===== src/rtl/regfile_wport_arb_pkg.sv =====
// Shared types and constants for the register-file write-port arbiter.
package regfile_wport_arb_pkg;

    localparam int unsigned REG_ADDR_W   = 5;
    localparam int unsigned XLEN_DEFAULT = 32;
    localparam int unsigned WAIT_CNT_W   = 3;
    localparam int unsigned STALL_CNT_W  = 16;

    typedef enum logic [1:0] {
        IDLE  = 2'd0,
        WAIT  = 2'd1,
        FORCE = 2'd2
    } arb_state_t;

endpackage : regfile_wport_arb_pkg


===== src/rtl/regfile_wport_arb.sv =====
// Arbitrates the single register-file write port between the W stage and the
// multi-cycle unit. W always wins; a starved MDU result eventually forces a
// pipeline stall so it can drain.
module regfile_wport_arb
    import regfile_wport_arb_pkg::*;
#(
    parameter int unsigned XLEN         = XLEN_DEFAULT,
    parameter int unsigned STARVE_LIMIT = 4
) (
    input  logic                   clk,
    input  logic                   rst,
    input  logic                   reg_write_w,
    input  logic [REG_ADDR_W-1:0]  rd_w,
    input  logic [XLEN-1:0]        result_w,
    input  logic                   mdu_valid,
    input  logic [REG_ADDR_W-1:0]  mdu_rd,
    input  logic [XLEN-1:0]        mdu_data,
    output logic                   mdu_ready,
    output logic                   rf_we,
    output logic [REG_ADDR_W-1:0]  rf_waddr,
    output logic [XLEN-1:0]        rf_wdata,
    output logic                   stall_req,
    output logic [STALL_CNT_W-1:0] stall_count
);

    localparam logic [WAIT_CNT_W-1:0] WAIT_LAST = WAIT_CNT_W'(STARVE_LIMIT - 1);

    arb_state_t              state_q, state_d;
    logic [WAIT_CNT_W-1:0]   wait_cnt_q, wait_cnt_d;
    logic                    stall_req_q, stall_req_d;
    logic [STALL_CNT_W-1:0]  stall_count_q, stall_count_d;

    logic pipe_use;
    logic grant;
    logic blocked;
    logic enter_force;

    // A W-stage write to x0 does not occupy the port; reset suppresses all handshakes.
    always_comb begin
        pipe_use = reg_write_w && (rd_w != '0);
        grant    = mdu_valid && !pipe_use && !rst;
        blocked  = mdu_valid && pipe_use;
    end

    // Write-port mux: W first, then a granted MDU result (x0 accepted but not written).
    always_comb begin
        mdu_ready = grant;
        rf_we     = 1'b0;
        rf_waddr  = '0;
        rf_wdata  = '0;
        if (pipe_use && !rst) begin
            rf_we    = 1'b1;
            rf_waddr = rd_w;
            rf_wdata = result_w;
        end else if (grant && (mdu_rd != '0)) begin
            rf_we    = 1'b1;
            rf_waddr = mdu_rd;
            rf_wdata = mdu_data;
        end
    end

    // Starvation FSM next-state: count blocked cycles, escalate to a forced stall.
    always_comb begin
        state_d     = state_q;
        wait_cnt_d  = wait_cnt_q;
        enter_force = 1'b0;
        unique case (state_q)
            IDLE: begin
                if (blocked) begin
                    if (STARVE_LIMIT == 1) begin
                        state_d     = FORCE;
                        enter_force = 1'b1;
                    end else begin
                        state_d    = WAIT;
                        wait_cnt_d = WAIT_CNT_W'(1);
                    end
                end
            end
            WAIT: begin
                if (grant || !mdu_valid) begin
                    state_d    = IDLE;
                    wait_cnt_d = '0;
                end else if (wait_cnt_q == WAIT_LAST) begin
                    state_d     = FORCE;
                    enter_force = 1'b1;
                end else begin
                    wait_cnt_d = wait_cnt_q + WAIT_CNT_W'(1);
                end
            end
            FORCE: begin
                if (grant || !mdu_valid) begin
                    state_d    = IDLE;
                    wait_cnt_d = '0;
                end
            end
            default: begin
                state_d    = IDLE;
                wait_cnt_d = '0;
            end
        endcase
        stall_req_d   = (state_d == FORCE);
        stall_count_d = stall_count_q;
        if (enter_force && (stall_count_q != '1)) begin
            stall_count_d = stall_count_q + STALL_CNT_W'(1);
        end
    end

    // State and counter registers with synchronous reset.
    always_ff @(posedge clk) begin
        if (rst) begin
            state_q       <= IDLE;
            wait_cnt_q    <= '0;
            stall_req_q   <= 1'b0;
            stall_count_q <= '0;
        end else begin
            state_q       <= state_d;
            wait_cnt_q    <= wait_cnt_d;
            stall_req_q   <= stall_req_d;
            stall_count_q <= stall_count_d;
        end
    end

    assign stall_req   = stall_req_q;
    assign stall_count = stall_count_q;

endmodule : regfile_wport_arb


===== config.mk =====
export PLATFORM = sky130hd
export DESIGN_NAME = regfile_wport_arb
export DESIGN_NICKNAME = d
export VERILOG_FILES = /design/src/rtl/regfile_wport_arb_pkg.sv /design/src/rtl/regfile_wport_arb.sv
export SDC_FILE = /design/constraint.sdc
export NUM_CORES = 1
export LEC_CHECK = 0
export BUFFER_PORTS_ARGS = -buffer_cell sky130_fd_sc_hd__buf_2
export CORE_ASPECT_RATIO = 1.1
export CORE_MARGIN = 5
export CORE_UTILIZATION = 38
export DETAILED_ROUTE_END_ITERATION = 6
export PLACE_DENSITY = 0.78
export SYNTH_ARGS = -nofsm -noshare
export SYNTH_HDL_FRONTEND = slang
export SYNTH_SLANG_ARGS = --single-unit

===== constraint.sdc =====
create_clock -name clk -period 3.5 [get_ports clk]
set_input_delay 0.525 -clock clk [delete_from_list [all_inputs] [get_ports clk]]
set_output_delay 0.525 -clock clk [all_outputs]
set_load 0.02 [all_outputs]

# Word level (Yosys, flattened, before mapping)
# Index checks and enable logic that the tools add are counted.
[op_classes]
shift = 0
eq_ne = 8
n_mux = 19
n_reduce_logical = 15
div = 0
mul = 0
bitwise = 0
addsub = 2
n_lt_le_gt_ge = 0
[ops]
columns = ["op", "n"]
rows = [
  ["two-way mux 32 bit", 2],
  ["adder 16 x 1 -> 16 bit, second input constant", 1],
  ["inequality test 16 bit, second input constant", 1],
  ["two-way mux 3 bit", 4],
  ["two-way mux 5 bit", 2],
  ["nonzero test 5 bit", 2],
  ["case mux 3 bit (3 select lines)", 1],
  ["two-way mux 2 bit", 4],
  ["logical AND 1 bit", 7],
  ["case mux 2 bit (3 select lines)", 1],
  ["two-way mux 1 bit", 5],
  ["== test 2 bit, second input constant", 2],
  ["inequality test 2 bit, second input constant", 2],
  ["adder 3 x 1 -> 3 bit, second input constant", 1],
  ["== test 3 x 2 -> 1 bit, second input constant", 1],
  ["zero test 1 bit", 3],
  ["inequality test 3 bit, second input constant", 1],
  ["AND reduction 3 bit", 1],
  ["== test 2 x 1 -> 1 bit, second input constant", 1],
  ["zero test 2 bit", 1],
  ["logical OR 1 bit", 1],
]
[word_totals]
latchBits = 0
reg_bits = 22
romBits = 0
wordCells = 48
memories = 0
input_bits = 78
ramBits = 0
out_inout_bits = 56

# Longest topological paths before layout
# Gate-level depths: netlist (run 1).
[depth]
word_depth = 9
depth_mapped = 8
ltp_nobuf = 7

# Worst setup path after synthesis (run 1)
# No wires, ideal clock.
[synth_timing]
path_type = "input-to-output"
startpoint = "input rd_w[1]"
endpoint = "output rf_wdata[10]"
slack_ps = 884
stages = 7
t_arrival_ps = 2091
required_time_ps = 2975
path_buffers = 2
cell_sequence = "or4_4 o21ai_0 and3b_1 buf_4 o21a_4 buf_6 a22o_1"
[synth_via]
elab_chain_len = 8
word_cells_on_any_way = 9
classes_between = "mux (2); reduce/logical (7)"
[synth_lines]
columns = ["element", "line_no", "source"]
rows = [
  ["start, declared", "regfile_wport_arb.sv:13", "input logic [REG_ADDR_W-1:0] rd_w,"],
  ["nonzero test 5 bit", "regfile_wport_arb.sv:40", "pipe_use = reg_write_w && (rd_w != '0);"],
  ["logical AND 1 bit", "regfile_wport_arb.sv:40", ""],
  ["zero test 1 bit", "regfile_wport_arb.sv:41", "grant = mdu_valid && !pipe_use && !rst;"],
  ["logical AND 1 bit (2 in series)", "regfile_wport_arb.sv:41", ""],
  ["named net mdu_ready", "regfile_wport_arb.sv:18", "output logic mdu_ready,"],
  ["logical AND 1 bit", "regfile_wport_arb.sv:55", "end else if (grant && (mdu_rd != '0)) begin"],
  ["two-way mux 32 bit", "regfile_wport_arb.sv:55", ""],
  ["two-way mux 32 bit", "regfile_wport_arb.sv:51", "if (pipe_use && !rst) begin"],
  ["end, declared", "regfile_wport_arb.sv:21", "output logic [XLEN-1:0] rf_wdata,"],
]
# The timed path passes the listed nets, and every way through them passes these cells.

# Worst setup path after layout (run 1)
[layout_timing]
startpoint = "input rd_w[1]"
endpoint = "output rf_wdata[29]"
[layout_via]
elab_chain_len = 8
word_cells_on_any_way = 9
classes_between = "mux (2); reduce/logical (7)"
[layout_lines]
columns = ["element", "line_no"]
rows = [
  ["nonzero test 5 bit (*)", "regfile_wport_arb.sv:40"],
  ["logical AND 1 bit (*)", "regfile_wport_arb.sv:40"],
  ["zero test 1 bit", "regfile_wport_arb.sv:41"],
  ["logical AND 1 bit (2 in series)", "regfile_wport_arb.sv:41"],
  ["logical AND 1 bit", "regfile_wport_arb.sv:55"],
  ["two-way mux 32 bit", "regfile_wport_arb.sv:55"],
  ["two-way mux 32 bit (*)", "regfile_wport_arb.sv:51"],
]
# Every way passes the cells marked *; elsewhere a longest branch is shown, timed or not.

==> results.txt, run 1 <==
most common library cells after synthesis: 36 x a22o_1, 22 x dfxtp_1, 13 x nor2_1
core area: 0.004254 sq mm
Simple-Gate Fraction of Synth Area: 27.22%
CP startpoint kind: input pin
Worst Hold Class: reg2reg
first-pass GRT wire length: 9473 um
Port Buffers: 133
TritonCTS clock tree: yes
crit path DAT: 2.63 ns
Nets: 399
VDD IR-drop max: 0.0001500 V
RSZ-0062 raised after global routing: no
Max Slew Vio Count: 0
design area: 0.002392 sq mm
die area: 0.005789 sq mm
max-cap viol count: 0
proportion of synthesized area in mux cells: 5.732%
Routed Antenna Nets: 0
Critical Path Fanout Max: 33
final WL: 6071 um
syn avg cell area: 8.686 sq um
final setup vio count: 0
outcome: complete, no violations
routability cong.: 0.8262
initial antenna violation count: 0
worst slew pin tran: 0.5641 ns
Pre-antenna DRT Iters: 4
cts repair resizes: 0
DRT iter0 DRCs: 174
final worst clock skew: 0.003875 ns
# rows: 25
worst-skew pair later-pin latency: 0.27 ns
Antenna Cells: 0
R2R Setup Slk: 1.18 ns
Syn. warnings: 0
via count: 2064
largest family of logic cells by synthesized area: compound AO/OA/AOI/OAI gates
final worst path period share: 90.03%
dpl hpwl: 5007 um
die width: 73 um
Seq/Total Area, Yosys: 26.55%
CTS buffer count: 3
setup bufs post-CTS: 0
Hold Buf Count CTS: 0
Syn Std Cell Area: 0.001659 sq mm
top cells by area, synth: dfxtp_1 27%, a22o_1 19%, a21oi_1 3.6%
number of synthesized register bits: 22
routed vias/inst: 5.563
largest net degree at the start of global routing: 39
leading register cell type out of synthesis: dfxtp_1
Power Density: 277.4 mW/mm^2
adder-cell share of the synthesized area: 2.262%
Clk pin slew, worst setup/hold paths: 0.08 ns
Starting Density: 39.00%
max_slew headroom: 62.23%
Global Route Usage Sum: 20.70%
Cell variety after synth: 44
shortest period the worst path allows: 3.151 ns
Clock Tree Buf Depth: 2
final setup TNS: 0 ns
P_leak: 1.181 nW
Crit path required time: 2.97 ns
GR Overflow Total: 0
drt wl/cell: 16.36 um
boundary pin count: 134
Synth Instances: 191
count leader, synth: a22o_1
Clock Tree Root: clkbuf_8
Fin. Hold Viols: 0
share of cells above drive strength 1: 49.21%
dominant cell type by area after synthesis: dfxtp_1
area growth from synthesis to layout: 44.19%
Synth top area share: 26.55%
Post-Syn Nets: 272
Filler cells: 398
Post-synth EDFFs: 0
Hold WS: 0.5161 ns
critical path capture point type: output pin
# H-tree levels: 1
Async SR Flop Fraction: 0%
chip height: 79.30 um
fmax: 317.3 MHz
DR DRC count: 0
critical path class: in2out
Synth Area in XOR/XNOR: 0%
vias in the first global route: 1965
clock sinks: 22
placed cell areas: 0.002321 sq mm
post-synthesis compound-gate area fraction: 31.52%
-- critical path, cell delays in order --
cell,delay (ns)
buf_2,0.11
or4_4,0.54
o21ai_0,0.26
and3b_1,0.36
o21a_4,0.39
a22o_1,0.25
buf_2,0.19
-- area by class of cell --
type                    count  area (sq um)  share of cell area (%)
flip-flops and latches     22         440.4                   18.41
clock buffers               3         41.29                   1.726
multi-input cells         151          1110                   46.39
repair buffers            136         688.2                   28.77
inverters                   4         15.01                  0.6276
well taps                  54         67.56                   2.824
clock inverters             1         30.03                   1.255
-- layer usage --
layer	routed length (um)	share of wire, %	global-route usage, %
met5	0	0	0
met1	2395	39	25.63
met3	587	9.7	4.051
met2	2907	48	33.90
met4	180	3.0	9.594
-- logic make-up (layout without fill, tap and decap cells) --
| group | Yosys count | after routing |
|---|---|---|
| flops | 22 | 22 |
| fa+ha+maj | 3 | 3 |
| mux | 8 | 8 |
| buf+inv | 18 | 144 |
| compound gates | 68 | 68 |
| simple gates | 72 | 72 |
-- sequential cells by signal (all words and copies together), names as in the netlist --
register and flops:
state_q 2, stall_count 16, stall_req 1, wait_cnt_q 3
-- per-stage QoR --
stage               total power [mW]  std cells  setup WS [ns]  util, %
CTS                           0.6700        371         0.3583    56.24
global placement              0.4286        367         0.4400    54.56
floorplan                     0.3507        191         0.8842        -
detailed placement            0.4307        367         0.3626    54.56
finish                        0.6637        371         0.3488    56.24
global route                  0.6918        371         0.2002    56.24
-- placed cells by master, fill, tap and decap left out, types with 3 or more instances in the layout --
| cell | instances |
|---|---|
| buf_4 | 3 |
| inv_1 | 4 |
| nand2_1 | 4 |
| nor2b_1 | 6 |
| or4_1 | 8 |
| nor3_1 | 4 |
| a22o_1 | 36 |
| ha_1 | 3 |
| dfxtp_1 | 22 |
| o21ai_0 | 6 |
| nor2_1 | 12 |
| a21oi_1 | 12 |
| mux2_2 | 3 |
| and4_1 | 5 |
| nand3_1 | 10 |
| nand4_1 | 4 |
| clkbuf_8 | 3 |
| buf_2 | 133 |
| o31ai_1 | 6 |
-- where the power goes --
group          internal, mW  leakage (nW)  switching, mW
logic                0.0755         0.968         0.0952
clock network         0.153        0.0357         0.0869
registers             0.251         0.177        0.00178
total                 0.480          1.18          0.184
-- worst paths after layout --
kind	startpoint	end	cells after the start
max	rd_w[1]	rf_wdata[29]	7
min	stall_count[10]$_SDFFE_PP0P_	stall_count[10]$_SDFFE_PP0P_	2
max reg2reg	wait_cnt_q[0]$_SDFFE_PP0P_	stall_count[13]$_SDFFE_PP0P_	7
min reg2reg	stall_count[10]$_SDFFE_PP0P_	stall_count[10]$_SDFFE_PP0P_	2
Note: power is estimated with default switching activity, not from simulation.
==> run 2: changes to the inputs <==
--- a/config.mk
+++ b/config.mk
@@ -8,9 +8,9 @@
 export BUFFER_PORTS_ARGS = -buffer_cell sky130_fd_sc_hd__buf_2
 export CORE_ASPECT_RATIO = 1.1
 export CORE_MARGIN = 5
-export CORE_UTILIZATION = 38
+export CORE_UTILIZATION = 42
 export DETAILED_ROUTE_END_ITERATION = 6
-export PLACE_DENSITY = 0.78
+export PLACE_DENSITY = 0.85
 export SYNTH_ARGS = -nofsm -noshare
 export SYNTH_HDL_FRONTEND = slang
 export SYNTH_SLANG_ARGS = --single-unit
==> run 2 against run 1 <==
Net effect: clock power down 23%; combinational power about the same; first-iteration DRC count down 30%; utilization up 4.4 points; sequential cell count unchanged; final cell count down 0.81%; maximum frequency up 2.0%; non-clock buffer count down 1; hold slack worse by 0.0025 ns; clock skew down 0.0023 ns; clock-buffer cell count up 1; critical path type unchanged; highest routed layer is now met5.
==> results.txt, run 2 (synthesis results as in run 1) <==
outcome: complete, no violations (unchanged)
FF-to-FF Start: wait_cnt_q[0]$_SDFFE_PP0P_ (unchanged)
# H-tree levels: 1 (unchanged)
Antenna Cells: 0 (unchanged)
Nets: 398 (was 399)
boundary pin count: 134 (unchanged)
critical path class: in2out (unchanged)
Clock Tree Root: clkbuf_8 (unchanged)
Routed Antenna Nets: 0 (unchanged)
clock sinks: 22 (unchanged)
area growth from synthesis to layout: 42.61% (was 44.19%)
# rows: 24 (was 25)
Final Util: 60.61% (was 56.24%)
cts repair resizes: 0 (unchanged)
final worst path period share: 88.24% (was 90.03%)
most frequent cells in the layout: 133 x buf_2, 36 x a22o_1, 22 x dfxtp_1, 12 x a21oi_1, 12 x nor2_1 (unchanged)
CTS buffer count: 3 (unchanged)
DRT iter0 DRCs: 121 (was 174)
register area: 440.4 sq um (unchanged)
setup bufs post-CTS: 0 (unchanged)
routability cong.: 0.8614 (was 0.8262)
R2R Setup Slk: 1.22 ns (was 1.18 ns)
Worst Hold Class: reg2reg (unchanged)
Global Route Usage Sum: 22.26% (was 20.70%)
Crit path required time: 2.97 ns (about the same)
final setup vio count: 0 (unchanged)
Port Buffers: 133 (unchanged)
largest net degree at the start of global routing: 36 (was 39)
final setup TNS: 0 ns (unchanged)
Critical Path Source: rd_w[1] (unchanged)
worst slew pin tran: 0.5685 ns (was 0.5641 ns)
fmax: 323.8 MHz (was 317.3 MHz)
drt wl/cell: 16.36 um (about the same)
first-pass GRT wire length: 9763 um (was 9473 um)
Max Slew Vio Count: 0 (unchanged)
RSZ-0062 raised after global routing: no (unchanged)
Largest register FFs: 16 (unchanged)
DR DRC count: 0 (unchanged)
routed vias/inst: 5.592 (was 5.563)
Pre-antenna DRT Iters: 4 (unchanged)
Power Density: 256.0 mW/mm^2 (was 277.4 mW/mm^2)
dpl hpwl: 5036 um (was 5007 um)
TritonCTS clock tree: yes (unchanged)
via count: 2058 (was 2064)
crit path DAT: 2.56 ns (was 2.63 ns)
Final Non-Filler Cells: 368 (was 371)
chip height: 75.92 um (was 79.30 um)
max_slew headroom: 61.94% (was 62.23%)
die area: 0.005309 sq mm (was 0.005789 sq mm)
die width: 69.93 um (was 73 um)
Placed Cells: 364 (was 367)
r2r worst-path depth: 7 (unchanged)
CP endpoint: rf_wdata[25] (was rf_wdata[29])
most common cell after layout, fill and taps aside: buf_2 (unchanged)
Filler cells: 352 (was 398)
Clock Tree Buf Depth: 2 (unchanged)
critical path capture point type: output pin (unchanged)
VDD IR-drop max: 0.0001319 V (was 0.0001500 V)
reg2reg end: stall_count[13]$_SDFFE_PP0P_ (unchanged)
GR Overflow Total: 0 (unchanged)
P_leak: 1.169 nW (was 1.181 nW)
CP startpoint kind: input pin (unchanged)
final WL: 6020 um (was 6071 um)
share of cells above drive strength 1: 49.05% (was 49.21%)
vias in the first global route: 2067 (was 1965)
Fin. Hold Viols: 0 (unchanged)
Starting Density: 42.50% (was 39.00%)
Hold Buf Count CTS: 0 (unchanged)
multi-input logic area: 0.001110 sq mm (unchanged)
max-cap viol count: 0 (unchanged)
Critical Path Fanout Max: 33 (unchanged)
Hold WS: 0.5135 ns (was 0.5161 ns)
Clk pin slew, worst setup/hold paths: 0.08 ns (about the same)
final worst clock skew: 0.001553 ns (was 0.003875 ns)
worst-skew pair later-pin latency: 0.27 ns (about the same)
shortest period the worst path allows: 3.088 ns (was 3.151 ns)
core area: 0.003904 sq mm (was 0.004254 sq mm)
initial antenna violation count: 2 (was 0)
==> run 2: layout make-up <==
class | instances | share of cell area (%)
sequential | 22 | 18.61
timing repair buffer | 135 | 28.77
inverter | 4 | 0.6346
multi-input combinational | 151 | 46.91
tap | 52 | 2.750
clock buffer | 4 | 2.327
==> run 2: how the worst min path moves through the flow <==
stage / start / endpoint / depth (start not counted)
after detailed placement: stall_count[10]$_SDFFE_PP0P_ / stall_count[10]$_SDFFE_PP0P_ / 2
after global routing: stall_count[5]$_SDFFE_PP0P_ / stall_count[5]$_SDFFE_PP0P_ / 2
after floorplan: state_q[1]$_SDFF_PP0_ / state_q[0]$_SDFF_PP0_ / 1
final: stall_count[5]$_SDFFE_PP0P_ / stall_count[5]$_SDFFE_PP0P_ / 2
after CTS: stall_count[10]$_SDFFE_PP0P_ / stall_count[10]$_SDFFE_PP0P_ / 2
after global placement: stall_count[5]$_SDFFE_PP0P_ / stall_count[5]$_SDFFE_PP0P_ / 2
==> run 2: per-layer routing <==
metal,vias up,part of all wire (%),track usage [%]
met2,92,50,39.89
li1,1003,-,-
met3,18,9.3,8.862
met5,-,0.35,0
met1,941,37,23.38
met4,4,2.4,7.471
==> run 2: power breakdown <==
part           leakage [nW]  internal, mW  switching (mW)
Clock                0.0288         0.100          0.0841
Sequential            0.177         0.251         0.00183
Combinational         0.963        0.0748          0.0932
==> run 2: critical path, cell delays in order <==
cell and delay [ns]:
buf_2 0.10, or4_4 0.53, o21ai_0 0.26, and3b_1 0.35, o21a_4 0.40, a22o_1 0.22, buf_2 0.17
==> run 2: stage by stage <==
step / instance area, sq um / power [mW] / setup WS [ns]
after floorplan: 1659 / 0.3507 / 0.8842
after global placement: 2311 / 0.4254 / 0.4816
after detailed placement: 2311 / 0.4280 / 0.4186
after CTS: 2366 / 0.6129 / 0.4111
after global routing: 2366 / 0.6358 / 0.2456
final: 2366 / 0.6057 / 0.4115
==> run 3: changes to the inputs <==
--- a/config.mk
+++ b/config.mk
@@ -5,7 +5,7 @@
 export SDC_FILE = /design/constraint.sdc
 export NUM_CORES = 1
 export LEC_CHECK = 0
-export BUFFER_PORTS_ARGS = -buffer_cell sky130_fd_sc_hd__buf_2
+export BUFFER_PORTS_ARGS = -buffer_cell sky130_fd_sc_hd__buf_4
 export CORE_ASPECT_RATIO = 1.1
 export CORE_MARGIN = 5
 export CORE_UTILIZATION = 42
==> run 3 against run 2 <==
Net effect: critical endpoint is now rf_wdata[23]; first-iteration DRC count grew 19%; clock-buffer cell count is the same; sequential cell count is the same; combinational power grew 24%; clock power grew 3%; final cell count is the same; largest cell class unchanged.
==> results.txt, run 3 (synthesis results as in run 1) <==
final setup vio count: 0 (unchanged)
part of the power in registers: 38.8% (was 41.8%)
Clock Tree Root: clkbuf_8 (unchanged)
Top delay family on crit path: simple AND/OR/NAND/NOR gates (unchanged)
critical path's slowest cell: or4_4 (unchanged)
CTS buffer count: 3 (unchanged)
# H-tree levels: 1 (unchanged)
worst slew pin tran: 0.5837 ns (was 0.5685 ns)
routed vias/inst: 5.606 (was 5.592)
Power Density: 241.6 mW/mm^2 (was 256.0 mW/mm^2)
Port Buffers: 133 (unchanged)
design area: 0.002699 sq mm (was 0.002366 sq mm)
met1 global-route usage: 23.68% (was 23.38%)
shortest period the worst path allows: 3.067 ns (was 3.088 ns)
area growth from synthesis to layout: 62.67% (was 42.61%)
final setup TNS: 0 ns (unchanged)
via count: 2063 (was 2058)
fmax: 326.0 MHz (was 323.8 MHz)
crit-path cells: buf_4, or4_4, o21ai_0, and3b_1, o21a_4, a22o_1, buf_4 (was buf_2, or4_4, o21ai_0, and3b_1, o21a_4, a22o_1, buf_2)
Global Route Usage Sum: 23.09% (was 22.26%)
die area: 0.005309 sq mm (unchanged)
cts repair resizes: 0 (unchanged)
Clock Tree Buf Depth: 2 (unchanged)
TritonCTS clock tree: yes (unchanged)
pre-CTS setup slack: 0.4368 ns (was 0.4186 ns)
vias in the first global route: 2054 (was 2067)
final worst clock skew: 0.0008224 ns (was 0.001553 ns)
DRT iter0 DRCs: 144 (was 121)
Hold Buf Count CTS: 0 (unchanged)
setup bufs post-CTS: 0 (unchanged)
switching share of power: 28.59% (was 29.57%)
clock sinks: 22 (unchanged)
Pre-antenna DRT Iters: 4 (unchanged)
GR Overflow Total: 0 (unchanged)
critical path class: in2out (unchanged)
VDD IR-drop max: 0.0001383 V (was 0.0001319 V)
largest net degree at the start of global routing: 34 (was 36)
DR DRC count: 0 (unchanged)
Crit path required time: 2.97 ns (about the same)
Logic pwr share: 32.1% (was 27.7%)
Critical Path Fanout Max: 33 (unchanged)
CP max stage delay: 0.53 ns (about the same)
dpl hpwl: 5313 um (was 5036 um)
critical path capture point type: output pin (unchanged)
# rows: 24 (unchanged)
final worst setup slack: 0.4328 ns (was 0.4115 ns)
Starting Density: 42.50% (unchanged)
share of cells above drive strength 1: 49.05% (unchanged)
first-pass GRT wire length: 9880 um (was 9763 um)
chip height: 75.92 um (unchanged)
Fin. Hold Viols: 0 (unchanged)
worst-skew pair later-pin latency: 0.27 ns (about the same)
placed cell areas: 0.002644 sq mm (was 0.002311 sq mm)
R2R Setup Slk: 1.16 ns (was 1.22 ns)
Final Total Pwr: 0.6521 mW (was 0.6057 mW)
GRT met3 Usage: 10.45% (was 8.862%)
most common cell after layout, fill and taps aside: buf_4 (was buf_2)
final worst path period share: 87.63% (was 88.24%)
routability cong.: 0.8490 (was 0.8614)
boundary pin count: 134 (unchanged)
max-cap viol count: 0 (unchanged)
core area: 0.003904 sq mm (unchanged)
drt wl/cell: 17.29 um (was 16.36 um)
worst path buffer plus inverter count: 2 (unchanged)
final WL: 6364 um (was 6020 um)
Psw: 0.1864 mW (was 0.1791 mW)
Most Crowded Layer GR: met2 (unchanged)
met2 GRT Util: 40.36% (was 39.89%)
Int Pwr: 0.4657 mW (was 0.4266 mW)
Routed Antenna Nets: 0 (unchanged)
crit path DAT: 2.54 ns (was 2.56 ns)
CP startpoint kind: input pin (unchanged)
P_leak: 1.242 nW (was 1.169 nW)
most frequent cells in the layout: 135 x buf_4, 36 x a22o_1, 22 x dfxtp_1, 12 x a21oi_1, 12 x nor2_1 (was 133 x buf_2, 36 x a22o_1, 22 x dfxtp_1, 12 x a21oi_1, 12 x nor2_1)
Worst Hold Class: reg2reg (unchanged)
cell mode on critical path: buf_4 (was buf_2)
die width: 69.93 um (unchanged)
Largest register FFs: 16 (unchanged)
Max Slew Vio Count: 0 (unchanged)
clock group share of total power: 29.1% (was 30.5%)
Nets: 398 (unchanged)
RSZ-0062 raised after global routing: no (unchanged)
outcome: complete, no violations (unchanged)
max_slew headroom: 60.92% (was 61.94%)
Antenna Cells: 0 (unchanged)
initial antenna violation count: 1 (was 2)
Clk pin slew, worst setup/hold paths: 0.08 ns (about the same)
-- run 3: cell types whose count changed in the layout (fill, tap and decap cells not counted) --
cell   change
buf_4    +133
buf_2    -133
-- run 3: power groups by stage --
| stage | Clock (mW) | Combinational [mW] | Sequential (mW) |
|---|---|---|---|
| after floorplan | 0 | 0.0920 | 0.259 |
| after global placement | 0 | 0.207 | 0.259 |
| after detailed placement | 0 | 0.210 | 0.259 |
| after CTS | 0.190 | 0.210 | 0.253 |
| after global routing | 0.199 | 0.222 | 0.254 |
| final | 0.190 | 0.209 | 0.253 |
-- run 3: final timing paths --
check / start / to / cells past startpoint
worst max-delay path: rd_w[1] / rf_wdata[23] / 7
worst min-delay path: stall_count[5]$_SDFFE_PP0P_ / stall_count[5]$_SDFFE_PP0P_ / 2
worst max register to register: wait_cnt_q[0]$_SDFFE_PP0P_ / stall_count[13]$_SDFFE_PP0P_ / 7
worst min register to register: stall_count[5]$_SDFFE_PP0P_ / stall_count[5]$_SDFFE_PP0P_ / 2
-- run 3: area by class of cell --
cell class / count / area, sq um
clock buffer: 4 / 55.05
fill: 348 / 1205
inverter: 4 / 15.01
multi-input combinational: 151 / 1110
sequential: 22 / 440.4
tap: 52 / 65.06
timing repair buffer: 135 / 1013
-- run 3: routing by layer --
| metal | up-vias | routed length, um | share of wire [%] |
|---|---|---|---|
| met4 | 2 | 162 | 2.5 |
| met5 | - | 12 | 0.19 |
| met2 | 107 | 3253 | 51 |
| li1 | 999 | - | - |
| met3 | 15 | 765 | 12 |
| met1 | 940 | 2170 | 34 |
-- run 3: worst register-to-register path, delay by kind of cell, from the launching register on --
family	cells	cell delay (ns)
adder cells (fa/ha/maj)	2	0.40
buffers and inverters	1	0.09
flip-flops	1	0.40
AND/OR/NAND/NOR	3	0.97
multiplexers	1	0.38
-- run 3: per-stage QoR --
step | cells | utilization [%] | hold slack [ns]
floorplan | 191 | - | 0.5026
global placement | 364 | 67.72 | 0.4973
detailed placement | 364 | 67.72 | 0.5129
CTS | 368 | 69.13 | 0.5235
global route | 368 | 69.13 | 0.5481
finish | 368 | 69.13 | 0.5214
